--- src/rtl/snake_pkg.sv ---
// Shared definitions for the snake field: cell codes, apple-spawner FSM states and LFSR constants.
// Latency: none (declarations only).
// Backpressure: none (declarations only).
package snake_pkg;

  // Field cell codes, 3 bits per cell
  localparam logic [2:0] CELL_EMPTY = 3'd0;
  localparam logic [2:0] CELL_SNAKE = 3'd1;
  localparam logic [2:0] CELL_HEAD  = 3'd2;
  localparam logic [2:0] CELL_APPLE = 3'd3;

  // Apple spawner FSM states
  typedef enum logic [2:0] {
    SP_IDLE  = 3'd0,
    SP_DRAW  = 3'd1,
    SP_CHECK = 3'd2,
    SP_DONE  = 3'd3,
    SP_FAIL  = 3'd4
  } spawn_state_e;

  // Fibonacci taps 16,14,13,11 expressed as a mask over bits [15:0]
  localparam logic [15:0] LFSR_TAPS         = 16'hB400;
  localparam logic [15:0] LFSR_INIT_DEFAULT = 16'hACE1;

endpackage

--- src/rtl/apple_spawner_if.sv ---
// Bundle between the apple spawner, the possible_apple lookup stage and the game FSM.
// Latency: none (wiring only); optional tries_used exists when APPLE_SPAWN_STATS_EN is defined.
// Backpressure: apple_valid holds until apple_ack; spawn_req is not queued while busy.
interface apple_spawner_if #(
  parameter logic [7:0] SIZE_X     = 8'd10,
  parameter logic [7:0] SIZE_Y     = 8'd10,
  parameter int         FIELD_SIZE = int'(SIZE_X) * int'(SIZE_Y) * 3,
  parameter int         SBITS      = $clog2(int'(SIZE_X) * int'(SIZE_Y)),
  parameter int         MAX_TRIES  = 8
);
  localparam int NCELLS = int'(SIZE_X) * int'(SIZE_Y);
  localparam int TW     = $clog2(MAX_TRIES + 1);

  logic                      spawn_req;
  logic [FIELD_SIZE-1:0]     field;
  logic [SBITS*NCELLS-1:0]   sets_seed;
  logic [SBITS-1:0]          seed;
  logic [SBITS-1:0]          apple_pos;
  logic                      apple_valid;
  logic                      apple_ack;
  logic                      apple_fail;
  logic                      busy;
`ifdef APPLE_SPAWN_STATS_EN
  logic [TW-1:0]             tries_used;

  modport master (
    input  spawn_req, field, sets_seed, apple_ack,
    output seed, apple_pos, apple_valid, apple_fail, busy, tries_used
  );
  modport slave (
    output spawn_req, field, sets_seed, apple_ack,
    input  seed, apple_pos, apple_valid, apple_fail, busy, tries_used
  );
`else
  modport master (
    input  spawn_req, field, sets_seed, apple_ack,
    output seed, apple_pos, apple_valid, apple_fail, busy
  );
  modport slave (
    output spawn_req, field, sets_seed, apple_ack,
    input  seed, apple_pos, apple_valid, apple_fail, busy
  );
`endif

endinterface

--- src/rtl/apple_lfsr.sv ---
// Free-running Fibonacci LFSR supplying the random draw for apple placement.
// Latency: new value every cycle, registered output.
// Backpressure: none; it never stalls.
module apple_lfsr
  import snake_pkg::*;
#(
  parameter int                LFSR_W    = 16,
  parameter logic [LFSR_W-1:0] LFSR_INIT = LFSR_W'(LFSR_INIT_DEFAULT)
) (
  input  logic              clk,
  input  logic              rst_n,
  output logic [LFSR_W-1:0] q
);

  localparam logic [LFSR_W-1:0] TAPS = LFSR_W'(LFSR_TAPS);

  logic [LFSR_W-1:0] lfsr_q;
  logic [LFSR_W-1:0] lfsr_d;
  logic              fb;

  // Next state: shift left, feed back XOR of the tapped bits
  always_comb begin
    fb     = ^(lfsr_q & TAPS);
    lfsr_d = {lfsr_q[LFSR_W-2:0], fb};
  end

  // State register, restarts from the seed on reset
  always_ff @(posedge clk or negedge rst_n) begin
    if (!rst_n) lfsr_q <= LFSR_INIT;
    else        lfsr_q <= lfsr_d;
  end

  assign q = lfsr_q;

endmodule

--- src/rtl/apple_spawner.sv ---
// Apple placement controller: draws a random index, checks the looked-up cell is empty, retries up to MAX_TRIES.
// Latency: 2 cycles per in-range attempt, 1 per out-of-range draw; apple_fail is a one-cycle pulse.
// Backpressure: apple_valid holds until apple_ack; spawn_req only sampled in IDLE. Optional: APPLE_SPAWN_STATS_EN.
module apple_spawner
  import snake_pkg::*;
#(
  parameter logic [7:0]        SIZE_X     = 8'd10,
  parameter logic [7:0]        SIZE_Y     = 8'd10,
  parameter int                FIELD_SIZE = int'(SIZE_X) * int'(SIZE_Y) * 3,
  parameter int                SBITS      = $clog2(int'(SIZE_X) * int'(SIZE_Y)),
  parameter int                LFSR_W     = 16,
  parameter logic [LFSR_W-1:0] LFSR_INIT  = LFSR_W'(LFSR_INIT_DEFAULT),
  parameter int                MAX_TRIES  = 8
) (
  input logic           clk,
  input logic           rst_n,
  apple_spawner_if.master bus
);

  localparam int             NCELLS   = FIELD_SIZE / 3;
  localparam int             TW       = $clog2(MAX_TRIES + 1);
  localparam logic [TW-1:0]  MAX_T    = TW'(MAX_TRIES);
  localparam logic [SBITS:0] NCELLS_W = (SBITS + 1)'(NCELLS);

  localparam logic [2:0] ST_IDLE  = 3'(SP_IDLE);
  localparam logic [2:0] ST_DRAW  = 3'(SP_DRAW);
  localparam logic [2:0] ST_CHECK = 3'(SP_CHECK);
  localparam logic [2:0] ST_DONE  = 3'(SP_DONE);
  localparam logic [2:0] ST_FAIL  = 3'(SP_FAIL);

  logic [2:0]        state_q, state_d;
  logic [TW-1:0]     tries_q, tries_d, tries_inc;
  logic [SBITS-1:0]  seed_q, seed_d;
  logic [SBITS-1:0]  pos_q, pos_d;
  logic              valid_q, valid_d;
  logic              fail_q, fail_d;

  logic [LFSR_W-1:0] lfsr;
  logic [SBITS-1:0]  draw;
  logic              draw_ok;
  logic              unused_lfsr_hi;

  logic [SBITS-1:0]  cand_arr [NCELLS];
  logic [2:0]        cell_arr [NCELLS];
  logic [SBITS-1:0]  cand;
  logic              cand_free;

  apple_lfsr #(
    .LFSR_W    (LFSR_W),
    .LFSR_INIT (LFSR_INIT)
  ) u_lfsr (
    .clk   (clk),
    .rst_n (rst_n),
    .q     (lfsr)
  );

  assign draw           = lfsr[SBITS-1:0];
  assign draw_ok        = {1'b0, draw} < NCELLS_W;
  assign unused_lfsr_hi = ^lfsr[LFSR_W-1:SBITS];
  assign tries_inc      = tries_q + TW'(1);

  // Split the packed lookup vector and field into per-cell entries
  always_comb begin
    for (int i = 0; i < NCELLS; i++) begin
      cand_arr[i] = bus.sets_seed[i*SBITS +: SBITS];
      cell_arr[i] = bus.field[i*3 +: 3];
    end
  end

  // Candidate for the registered seed and whether its cell is free; out-of-range indices count as occupied
  always_comb begin
    cand      = '0;
    cand_free = 1'b0;
    if ({1'b0, seed_q} < NCELLS_W) begin
      cand = cand_arr[seed_q];
      if ({1'b0, cand} < NCELLS_W) cand_free = (cell_arr[cand] == CELL_EMPTY);
    end
  end

  // Spawn FSM: draw, check, retry until success or the try budget is spent
  always_comb begin
    state_d = state_q;
    tries_d = tries_q;
    seed_d  = seed_q;
    pos_d   = pos_q;
    valid_d = valid_q;
    fail_d  = 1'b0;
    case (state_q)
      ST_IDLE: begin
        if (bus.spawn_req) begin
          state_d = ST_DRAW;
          tries_d = '0;
        end
      end
      ST_DRAW: begin
        tries_d = tries_inc;
        if (draw_ok) begin
          seed_d  = draw;
          state_d = ST_CHECK;
        end else if (tries_inc >= MAX_T) begin
          state_d = ST_FAIL;
          fail_d  = 1'b1;
        end
      end
      ST_CHECK: begin
        if (cand_free) begin
          pos_d   = cand;
          valid_d = 1'b1;
          state_d = ST_DONE;
        end else if (tries_q < MAX_T) begin
          state_d = ST_DRAW;
        end else begin
          state_d = ST_FAIL;
          fail_d  = 1'b1;
        end
      end
      ST_DONE: begin
        // A spawn_req arriving with the ack is deliberately dropped
        if (bus.apple_ack) begin
          valid_d = 1'b0;
          state_d = ST_IDLE;
        end
      end
      ST_FAIL: state_d = ST_IDLE;
      default: state_d = ST_IDLE;
    endcase
  end

  // FSM and output registers
  always_ff @(posedge clk or negedge rst_n) begin
    if (!rst_n) begin
      state_q <= ST_IDLE;
      tries_q <= '0;
      seed_q  <= '0;
      pos_q   <= '0;
      valid_q <= 1'b0;
      fail_q  <= 1'b0;
    end else begin
      state_q <= state_d;
      tries_q <= tries_d;
      seed_q  <= seed_d;
      pos_q   <= pos_d;
      valid_q <= valid_d;
      fail_q  <= fail_d;
    end
  end

  assign bus.seed        = seed_q;
  assign bus.apple_pos   = pos_q;
  assign bus.apple_valid = valid_q;
  assign bus.apple_fail  = fail_q;
  assign bus.busy        = (state_q != ST_IDLE);

`ifdef APPLE_SPAWN_STATS_EN
  logic [TW-1:0] stats_q;
  logic          spawn_end;

  assign spawn_end = (state_q == ST_CHECK && state_d == ST_DONE) || fail_d;

  // Capture the attempt count of each finished spawn
  always_ff @(posedge clk or negedge rst_n) begin
    if (!rst_n)         stats_q <= '0;
    else if (spawn_end) stats_q <= tries_d;
  end

  assign bus.tries_used = stats_q;
`endif

endmodule

--- src/flat_wrapper.sv ---
// flat-port wrapper written by rule: the top's interface ports become plain ports
module apple_spawner_flat import snake_pkg::*;
#(
  parameter logic [7:0]        SIZE_X     = 8'd10,
  parameter logic [7:0]        SIZE_Y     = 8'd10,
  parameter int                FIELD_SIZE = int'(SIZE_X) * int'(SIZE_Y) * 3,
  parameter int                SBITS      = $clog2(int'(SIZE_X) * int'(SIZE_Y)),
  parameter int                LFSR_W     = 16,
  parameter logic [LFSR_W-1:0] LFSR_INIT  = LFSR_W'(LFSR_INIT_DEFAULT),
  parameter int                MAX_TRIES  = 8
)
  (clk, rst_n, bus_spawn_req, bus_field, bus_sets_seed, bus_apple_ack, bus_seed, bus_apple_pos, bus_apple_valid, bus_apple_fail, bus_busy);
  apple_spawner_if #(.SIZE_X(SIZE_X), .SIZE_Y(SIZE_Y), .FIELD_SIZE(FIELD_SIZE), .SBITS(SBITS), .MAX_TRIES(MAX_TRIES)) bus_i ();
  input logic clk;
  input logic rst_n;
  input wire logic [$bits(bus_i.spawn_req)-1:0] bus_spawn_req;
  input wire logic [$bits(bus_i.field)-1:0] bus_field;
  input wire logic [$bits(bus_i.sets_seed)-1:0] bus_sets_seed;
  input wire logic [$bits(bus_i.apple_ack)-1:0] bus_apple_ack;
  output wire logic [$bits(bus_i.seed)-1:0] bus_seed;
  output wire logic [$bits(bus_i.apple_pos)-1:0] bus_apple_pos;
  output wire logic [$bits(bus_i.apple_valid)-1:0] bus_apple_valid;
  output wire logic [$bits(bus_i.apple_fail)-1:0] bus_apple_fail;
  output wire logic [$bits(bus_i.busy)-1:0] bus_busy;
  assign bus_i.spawn_req = bus_spawn_req;
  assign bus_i.field = bus_field;
  assign bus_i.sets_seed = bus_sets_seed;
  assign bus_i.apple_ack = bus_apple_ack;
  assign bus_seed = bus_i.seed;
  assign bus_apple_pos = bus_i.apple_pos;
  assign bus_apple_valid = bus_i.apple_valid;
  assign bus_apple_fail = bus_i.apple_fail;
  assign bus_busy = bus_i.busy;
  apple_spawner #(.SIZE_X(SIZE_X), .SIZE_Y(SIZE_Y), .FIELD_SIZE(FIELD_SIZE), .SBITS(SBITS), .LFSR_W(LFSR_W), .LFSR_INIT(LFSR_INIT), .MAX_TRIES(MAX_TRIES)) u_core (.clk(clk), .rst_n(rst_n), .bus(bus_i));
endmodule
--- config.mk ---
export PLATFORM = sky130hd
export DESIGN_NAME = apple_spawner_flat
export DESIGN_NICKNAME = d
export VERILOG_FILES = /design/src/rtl/snake_pkg.sv /design/src/rtl/apple_spawner_if.sv /design/src/rtl/apple_lfsr.sv /design/src/rtl/apple_spawner.sv /design/src/flat_wrapper.sv
export SDC_FILE = /design/constraint.sdc
export NUM_CORES = 1
export LEC_CHECK = 0
export CORE_AREA = 2 2 394 396
export CTS_CLUSTER_DIAMETER = 100
export CTS_CLUSTER_SIZE = 8
export DETAILED_ROUTE_END_ITERATION = 10
export DIE_AREA = 0 0 396 398
export PLACE_DENSITY = 0.3
export SLEW_MARGIN = 20
export SYNTH_ARGS = -nofsm -noshare
export SYNTH_HDL_FRONTEND = slang
export SYNTH_SLANG_ARGS = --single-unit
--- constraint.sdc ---
create_clock -name clk -period 5.8 [get_ports clk]
set_clock_uncertainty 0.05 [all_clocks]
set_input_delay 1.16 -clock clk [delete_from_list [all_inputs] [get_ports clk]]
set_output_delay 1.16 -clock clk [all_outputs]
set_load 0.005 [all_outputs]
* Word-level counts from Yosys, hierarchy flattened
Index checks and enable logic that the tools add are counted.
Widths: inputs -> output; s select.
** Word-level totals
- Input bits :: 1004
- Register bits :: 39
- Logic and storage cells :: 61
** Operators by class
- Muxes and demuxes :: 26
- Reduce and logical (&&, ||, !) cells :: 11
- Bitwise operators :: 2
- Add/subtract/negate cells :: 1
- Eq/ne operators :: 7
- Order comparisons :: 7
** Operators by type and width (count)
- $bmux 7 s7 :: 1
- $mux 3 :: 8
- $bmux 3 s7 :: 1
- $lt 7x7->1 const B :: 3
- $mux 7 :: 3
- $ge 8x8->1 const B :: 2
- $not 7->8 :: 2
- $reduce_xor 16->1 :: 1
- $pmux 3 s4 :: 1
- $mux 1 :: 8
- $pmux 4 s2 :: 1
- $eq 3x2->1 const B :: 2
- $logic_not 3->1 :: 2
- $reduce_and 2->1 :: 3
- $reduce_and 3->1 :: 2
- $add 4x1->4 const B :: 1
- $ge 4x4->1 const B :: 1
- $lt 4x4->1 const B :: 1
- $mux 4 :: 1
- $ne 2x2->1 const B :: 2
- $pmux 1 s2 :: 2
- $reduce_bool 2->1 :: 2
- $eq 3x1->1 const B :: 1
- $ne 3x1->1 const B :: 1
- 2 further kinds :: 2

* Longest topological paths before layout
- Depth in word-level cells :: 13
- Depth in mapped cells :: 19
- Mapped depth without buffers :: 12

* Hierarchy
A second synthesis with hierarchy kept.
** Unflattened totals
- Cells, all modules :: 871
- Area total of the unflattened synthesis :: 9106.2 um2
** Modules (own cells, without submodules)
- apple_spawner :: times used 1, area each 8669.6 um2, cells each 852
- apple_lfsr :: times used 1, area each 436.7 um2, cells each 19

* Worst setup path before layout
Ideal clock, no wire load.
- Path type :: input to register
- Start point :: input port bus_sets_seed[632]
- End point :: register u_core.pos_q[0] (netlist: u_core.bus.apple_pos[0])
- Data arrival time :: 4658 ps
- Slack :: 967 ps
- Setup time :: 125 ps
- Cell stages on the path :: 13
- Cells stage by stage :: mux4_2 -> mux2_2 -> a221oi_1 -> o311ai_2 -> and4_4 -> buf_6 -> or4_1 -> a32o_1 -> or4_1 -> a22oi_2 -> nor3_2 -> nor3_4 -> mux2_4
** On the way
- Cells in the longest elaborated chain, start to end :: 11
** Ends and longest elaborated chain
- from (decl) :: RTL line flat_wrapper.sv:18 : input wire logic [$bits(bus_i.sets_seed)-1:0] bus_sets_seed;
- $bmux 7 s7 (*) :: RTL line apple_spawner.sv:75 : cand = cand_arr[seed_q];
- $mux 7 (implied by the code) (*) (2 in a row) :: RTL line apple_spawner.sv:75
- $not 7->8 (implied by the code) :: RTL line apple_spawner.sv:76 : if ({1'b0, cand} < NCELLS_W) cand_free = (cell_arr[cand] == CELL_EMPTY);
- $bmux 3 s7 :: RTL line apple_spawner.sv:76
- $mux 3 (implied by the code) (2 in a row) :: RTL line apple_spawner.sv:76
- $logic_not 3->1 :: RTL line apple_spawner.sv:76
- $mux 1 (*) :: RTL line apple_spawner.sv:76
- $mux 1 (*) :: RTL line apple_spawner.sv:74 : if ({1'b0, seed_q} < NCELLS_W) begin
- $reduce_and 2->1 (no line) (*)
- to (signal assigned) :: RTL line apple_spawner.sv:142 : pos_q <= pos_d;
- to (decl) :: RTL line apple_spawner.sv:34 : logic [SBITS-1:0] pos_q, pos_d;
Every way passes the cells marked *; elsewhere a longest branch is shown, timed or not. The select of a mux whose other input is x is not followed.
A chain may end at the register's enable or synchronous reset.

* Worst setup path in the final report
- Start point :: input port bus_sets_seed[406]
- End point :: register u_core.pos_q[1] (netlist: u_core.bus.apple_pos[1])
Same word-level chain as after synthesis.

==> results.md <==
Run status:
- The flow ran to the end, and the final reports show no timing, DRC or antenna violations.

STA:
- The final cycle utilization of the critical path is 94.11%.
- After layout, the minimum clock period comes to 5.458 ns.
- Timing would allow up to 0.1832 GHz.
- Measured against its own limit, the worst slew margin works out to 30.95%.
- In the post-route analysis, the smallest setup slack over all paths is 0.3418 ns.
- The slew of the pin with the lowest slew margin is 1.028 ns.
- The final-report setup violation count is 0.
- Setup repair after global routing left no endpoint under its margin.
- Hold timing on the final database bottoms out at a slack of 0.2980 ns.
- The final-report hold violation count was 0.
- The total count of max-transition violations in the final report was 0.

Global routing:
- The initial antenna violation count came to 67.
- For met1 alone, demand over resource in global routing was 15.68%.
- The leftover overflow at the end of global routing is 0.
- The global-route met2 utilization is 28.60%.
- The global-route total usage across every layer is 14.52%.
- The first global-routing pass estimated 151,000 µm of wire.
- The number of global-route vias before repair is 14,650.
- The routing usage on met3 is 3.866%.
- The layer flagged by global routing as most heavily used is met2.
- Entering global routing, the biggest net connects 74 pins.

Drt:
- For this block, the routed nets add up to 119,600 µm of wire.
- The count of nets left with antenna violations once routing finished came out at 0.
- The routed wirelength normalized by instance count is 30.32 µm.
- The number of design rule violations left after detail routing is 0.
- Detailed routing inserted a total of 12,960 vias.
- In this run, the number of DRC markers left after iteration 0 of detailed routing was 636.
- The first detailed-routing pass took 6 iterations.
- In the routed layout, each cell is associated on average with a via count of 3.286.

Clocking:
- Counting every sink on the clock net gives 39.
- The clock network latency to the later pin of the worst-skew pair is 0.29 ns.
- The root buffer selected by CTS is sky130_fd_sc_hd__clkbuf_16.
- In this run, post-CTS hold repair placed 0 buffers.
- The clock tree from TritonCTS is done.
- The TritonCTS buffer count is 5.
- The longest clock path from root to sink contains 2 buffers.
- In this run the number of H-tree levels came out at 2.
- Clock-pin slew was measured on the worst setup and hold paths at 0.06 ns.

Yosys:
- Of all flip-flops after synthesis, the portion carrying an async set or reset was 100.0%.
- The count of synthesis-stage warnings from yosys is 0.
- Dividing the synthesized area by the synthesized cell count gives 11.12 µm².
- The number of storage elements in the synthesis netlist is 39.
- Ranked by total cell area, the synthesized netlist is headed by sky130_fd_sc_hd__mux4_2 40%, sky130_fd_sc_hd__mux2i_1 9.5%, sky130_fd_sc_hd__dfrtp_1 8.7%.
- The area share of the leading cell type in the synthesized netlist is 40.20%.
- In the synthesized netlist the dominant register cell turns out to be sky130_fd_sc_hd__dfrtp_1.
- The synthesized cell area is 8964 µm².
- The cell type with the highest aggregate area in the netlist is sky130_fd_sc_hd__mux4_2.
- After synthesis, flip-flops and latches occupy 11.00% of the total area.
- The total nets after synthesis is 1,811.
- The cell count after synthesis came out at 806.
- Yosys mapped a number of flops with a built-in enable equal to 0.
- The netlist uses 79 different library cells.

Setup path:
- The critical-path maximum fanout is 12.
- The buffering stage count on the worst path with inverters included is 5.
- In this run the worst setup path begins at bus_sets_seed[406].
- The cell class contributing the biggest share of worst-path delay is simple AND/OR/NAND/NOR gates.
- The startpoint type of the worst setup path is a primary input.
- Data on the critical path is required at its endpoint by 5.92 ns.
- In this design, the critical path's most frequently occurring cell is sky130_fd_sc_hd__buf_12.
- The signal on the critical path passes through clkdlybuf4s50_1 > mux4_2 > mux2_2 > a221oi_2 > a311o_1 > buf_12 > a21oi_4 > buf_12 > or4_1 > a32oi_1 > nand4_1 > buf_4 > nand4_1 > nand2_1 > nor3_4 > buf_12 > mux2_4.
- The worst setup path is of the primary input to register kind.
- The endpoint type of the worst setup path is a register.
- The longest individual stage delay on the worst path is 0.48 ns.
- The signal arrival time at the worst endpoint is 5.58 ns.
- The worst reg2reg path startpoint is u_core.bus.seed[3].
- The slowest library cell on the worst path is sky130_fd_sc_hd__mux4_2.

Finish:
- The non-filler instance count after layout is 3,944.
- The footprint of the multi-input gates is 7516 µm².
- The most common cell after layout, fill and taps aside is sky130_fd_sc_hd__clkdlybuf4s50_1.
- The total number of nets in the final design is 2,887.
- The final-layout fill cell count is 17,160.
- The layout cell share with drive strength beyond 1 is 19.22%.
- The signed area change from the synthesized netlist to the final layout is 153.2%.
- The sequential standard cell area is 1005 µm².
- The top cell types in the final layout, fill and taps aside, are 1,020 x sky130_fd_sc_hd__clkdlybuf4s50_1, 160 x sky130_fd_sc_hd__mux4_2, 105 x sky130_fd_sc_hd__buf_4.

Worst hold path:
- In this run the most critical hold path is launched from u_core.u_lfsr.q[8].
- The worst min-delay path class is register to register.

Die:
- The die span in x is 396 µm.
- The top-level port count is 1,021.
- The floorplan row count is 144.
- The height of the die is 398 µm.
- The floorplan die area is 157,600 µm².
- The core region area is 153,300 µm².
- The effective utilization at floorplan is 5.846%.

Placed design:
- Once placement completed, the tool counted placed cells totaling 3,917.
- The worst slack at placement is -0.3209 ns.
- The congestion estimate from routability-driven global placement came to 0.9996.
- The number of buffer cells added on primary ports is 1,020.
- Detailed placement finished with a half-perimeter wire length of 108,800 µm.

Power and ir drop:
- The overall power is 3.682 mW.
- The worst supply voltage drop on vdd is 0.0001163 V.
- The static leakage power is 7.183 nW.
- In this run the power density over the cells is 162.2 nW/µm².

Run:
- The total of max-cap violations is 0.
Yosys cell counts (8+ instances only):
master                     count
sky130_fd_sc_hd__or4_1        28
sky130_fd_sc_hd__nor4_1       13
sky130_fd_sc_hd__mux4_2      160
sky130_fd_sc_hd__o21ai_0      13
sky130_fd_sc_hd__mux2_2       21
sky130_fd_sc_hd__nor3_1       67
sky130_fd_sc_hd__dfrtp_1      31
sky130_fd_sc_hd__o221ai_1     10
sky130_fd_sc_hd__nand3_1      22
sky130_fd_sc_hd__a211oi_1     12
sky130_fd_sc_hd__o22ai_1      11
sky130_fd_sc_hd__nor2_1       24
sky130_fd_sc_hd__a21oi_1      14
sky130_fd_sc_hd__buf_6        17
sky130_fd_sc_hd__buf_4        15
sky130_fd_sc_hd__buf_2        20
sky130_fd_sc_hd__nor2b_1      12
sky130_fd_sc_hd__inv_1         9
sky130_fd_sc_hd__a22oi_1      11
sky130_fd_sc_hd__clkbuf_1     18
sky130_fd_sc_hd__mux2i_1      85
sky130_fd_sc_hd__dfstp_2       8
sky130_fd_sc_hd__nand2_1      47
sky130_fd_sc_hd__nand4_1       8
where the power goes:
group	leakage (nW)	total, mW	switching (mW)	internal, mW
logic	6.63	2.94	1.38	1.56
registers	0.473	0.424	0.0940	0.330
clock network	0.0805	0.319	0.115	0.204
total	7.18	3.68	1.59	2.10
cell type report:
type	count	area share (%)
repair buffers	1143	50.04
multi-input cells	681	33.11
flip-flops and latches	39	4.427
clock inverters	3	0.2040
clock buffers	5	0.5513
diodes	17	0.1874
inverters	12	0.2040
well taps	2044	11.27
kinds of logic (layout without fill, tap and decap cells):
logic type | after synthesis | count (layout) | share of synthesized area (%)
other | 0 | 17 | 0
buffers and inverters | 86 | 1163 | 6.184
adder cells (fa/ha/maj) | 1 | 1 | 0.1396
AND/OR/NAND/NOR | 254 | 254 | 15.47
XOR/XNOR | 4 | 4 | 0.3909
multiplexers | 273 | 273 | 53.42
AO/OA/AOI/OAI | 149 | 149 | 13.40
flip-flops | 39 | 39 | 11.00
per-stage QoR:
stage                     area (µm²)  utilization, %  setup TNS [ns]
after detailed placement       22450           14.64          -3.114
after global routing           22660           14.78               0
after global placement         22450           14.64          -4.069
final                          22700           14.80               0
after CTS                      22640           14.77               0
after floorplan                 8964               -               0
worst reg2reg max path, stage by stage, from the launching register on:
cell and delay (ns):
sky130_fd_sc_hd__dfrtp_4 0.69, sky130_fd_sc_hd__or3b_1 0.74, sky130_fd_sc_hd__o221ai_1 0.56, sky130_fd_sc_hd__a221o_1 0.21, sky130_fd_sc_hd__nand3_1 0.12, sky130_fd_sc_hd__buf_4 0.20
sky130_fd_sc_hd__a21o_1 0.22, sky130_fd_sc_hd__buf_12 0.17, sky130_fd_sc_hd__buf_4 0.15, sky130_fd_sc_hd__buf_4 0.16, sky130_fd_sc_hd__or4_1 0.41, sky130_fd_sc_hd__a32oi_1 0.23
sky130_fd_sc_hd__nand4_1 0.23, sky130_fd_sc_hd__buf_4 0.21, sky130_fd_sc_hd__nand4_1 0.14, sky130_fd_sc_hd__nand2_1 0.15, sky130_fd_sc_hd__nor3_4 0.24, sky130_fd_sc_hd__buf_12 0.15
sky130_fd_sc_hd__mux2_4 0.30
final timing paths:
kind	end	slack, ns	cells past startpoint
max in group asynchronous	u_core.bus.seed[2]	4.02	2
hold / removal	u_core.u_lfsr.q[9]	0.30	0
min in group asynchronous	u_core.bus.apple_pos[5]	1.26	2
setup / recovery	u_core.bus.apple_pos[1]	0.34	17
hold reg to reg	u_core.u_lfsr.q[9]	0.30	0
setup reg to reg	u_core.bus.apple_pos[1]	0.36	18
layer usage:
layer / share of wire (%) / up-vias
met5: 0.36 / -
met4: 1.4 / 62
met3: 6.6 / 109
met2: 55 / 627
met1: 37 / 6510
li1: - / 5651
state kept, by name, indices dropped and copies added (netlist names):
signal / cells
u_core.u_lfsr.q: 16
u_core.bus.apple_pos: 7
u_core.bus.seed: 7
u_core.tries_q: 4
u_core.state_q: 3
u_core.bus.apple_fail: 1
u_core.bus.apple_valid: 1
timing repair:
action,4_1_cts,5_1_grt
endpoints found under the setup margin,11,1
buffers inserted,0,2
resized for setup,4,0
endpoints found under the hold margin,0,0
Power figures use the tool's default switching activity.
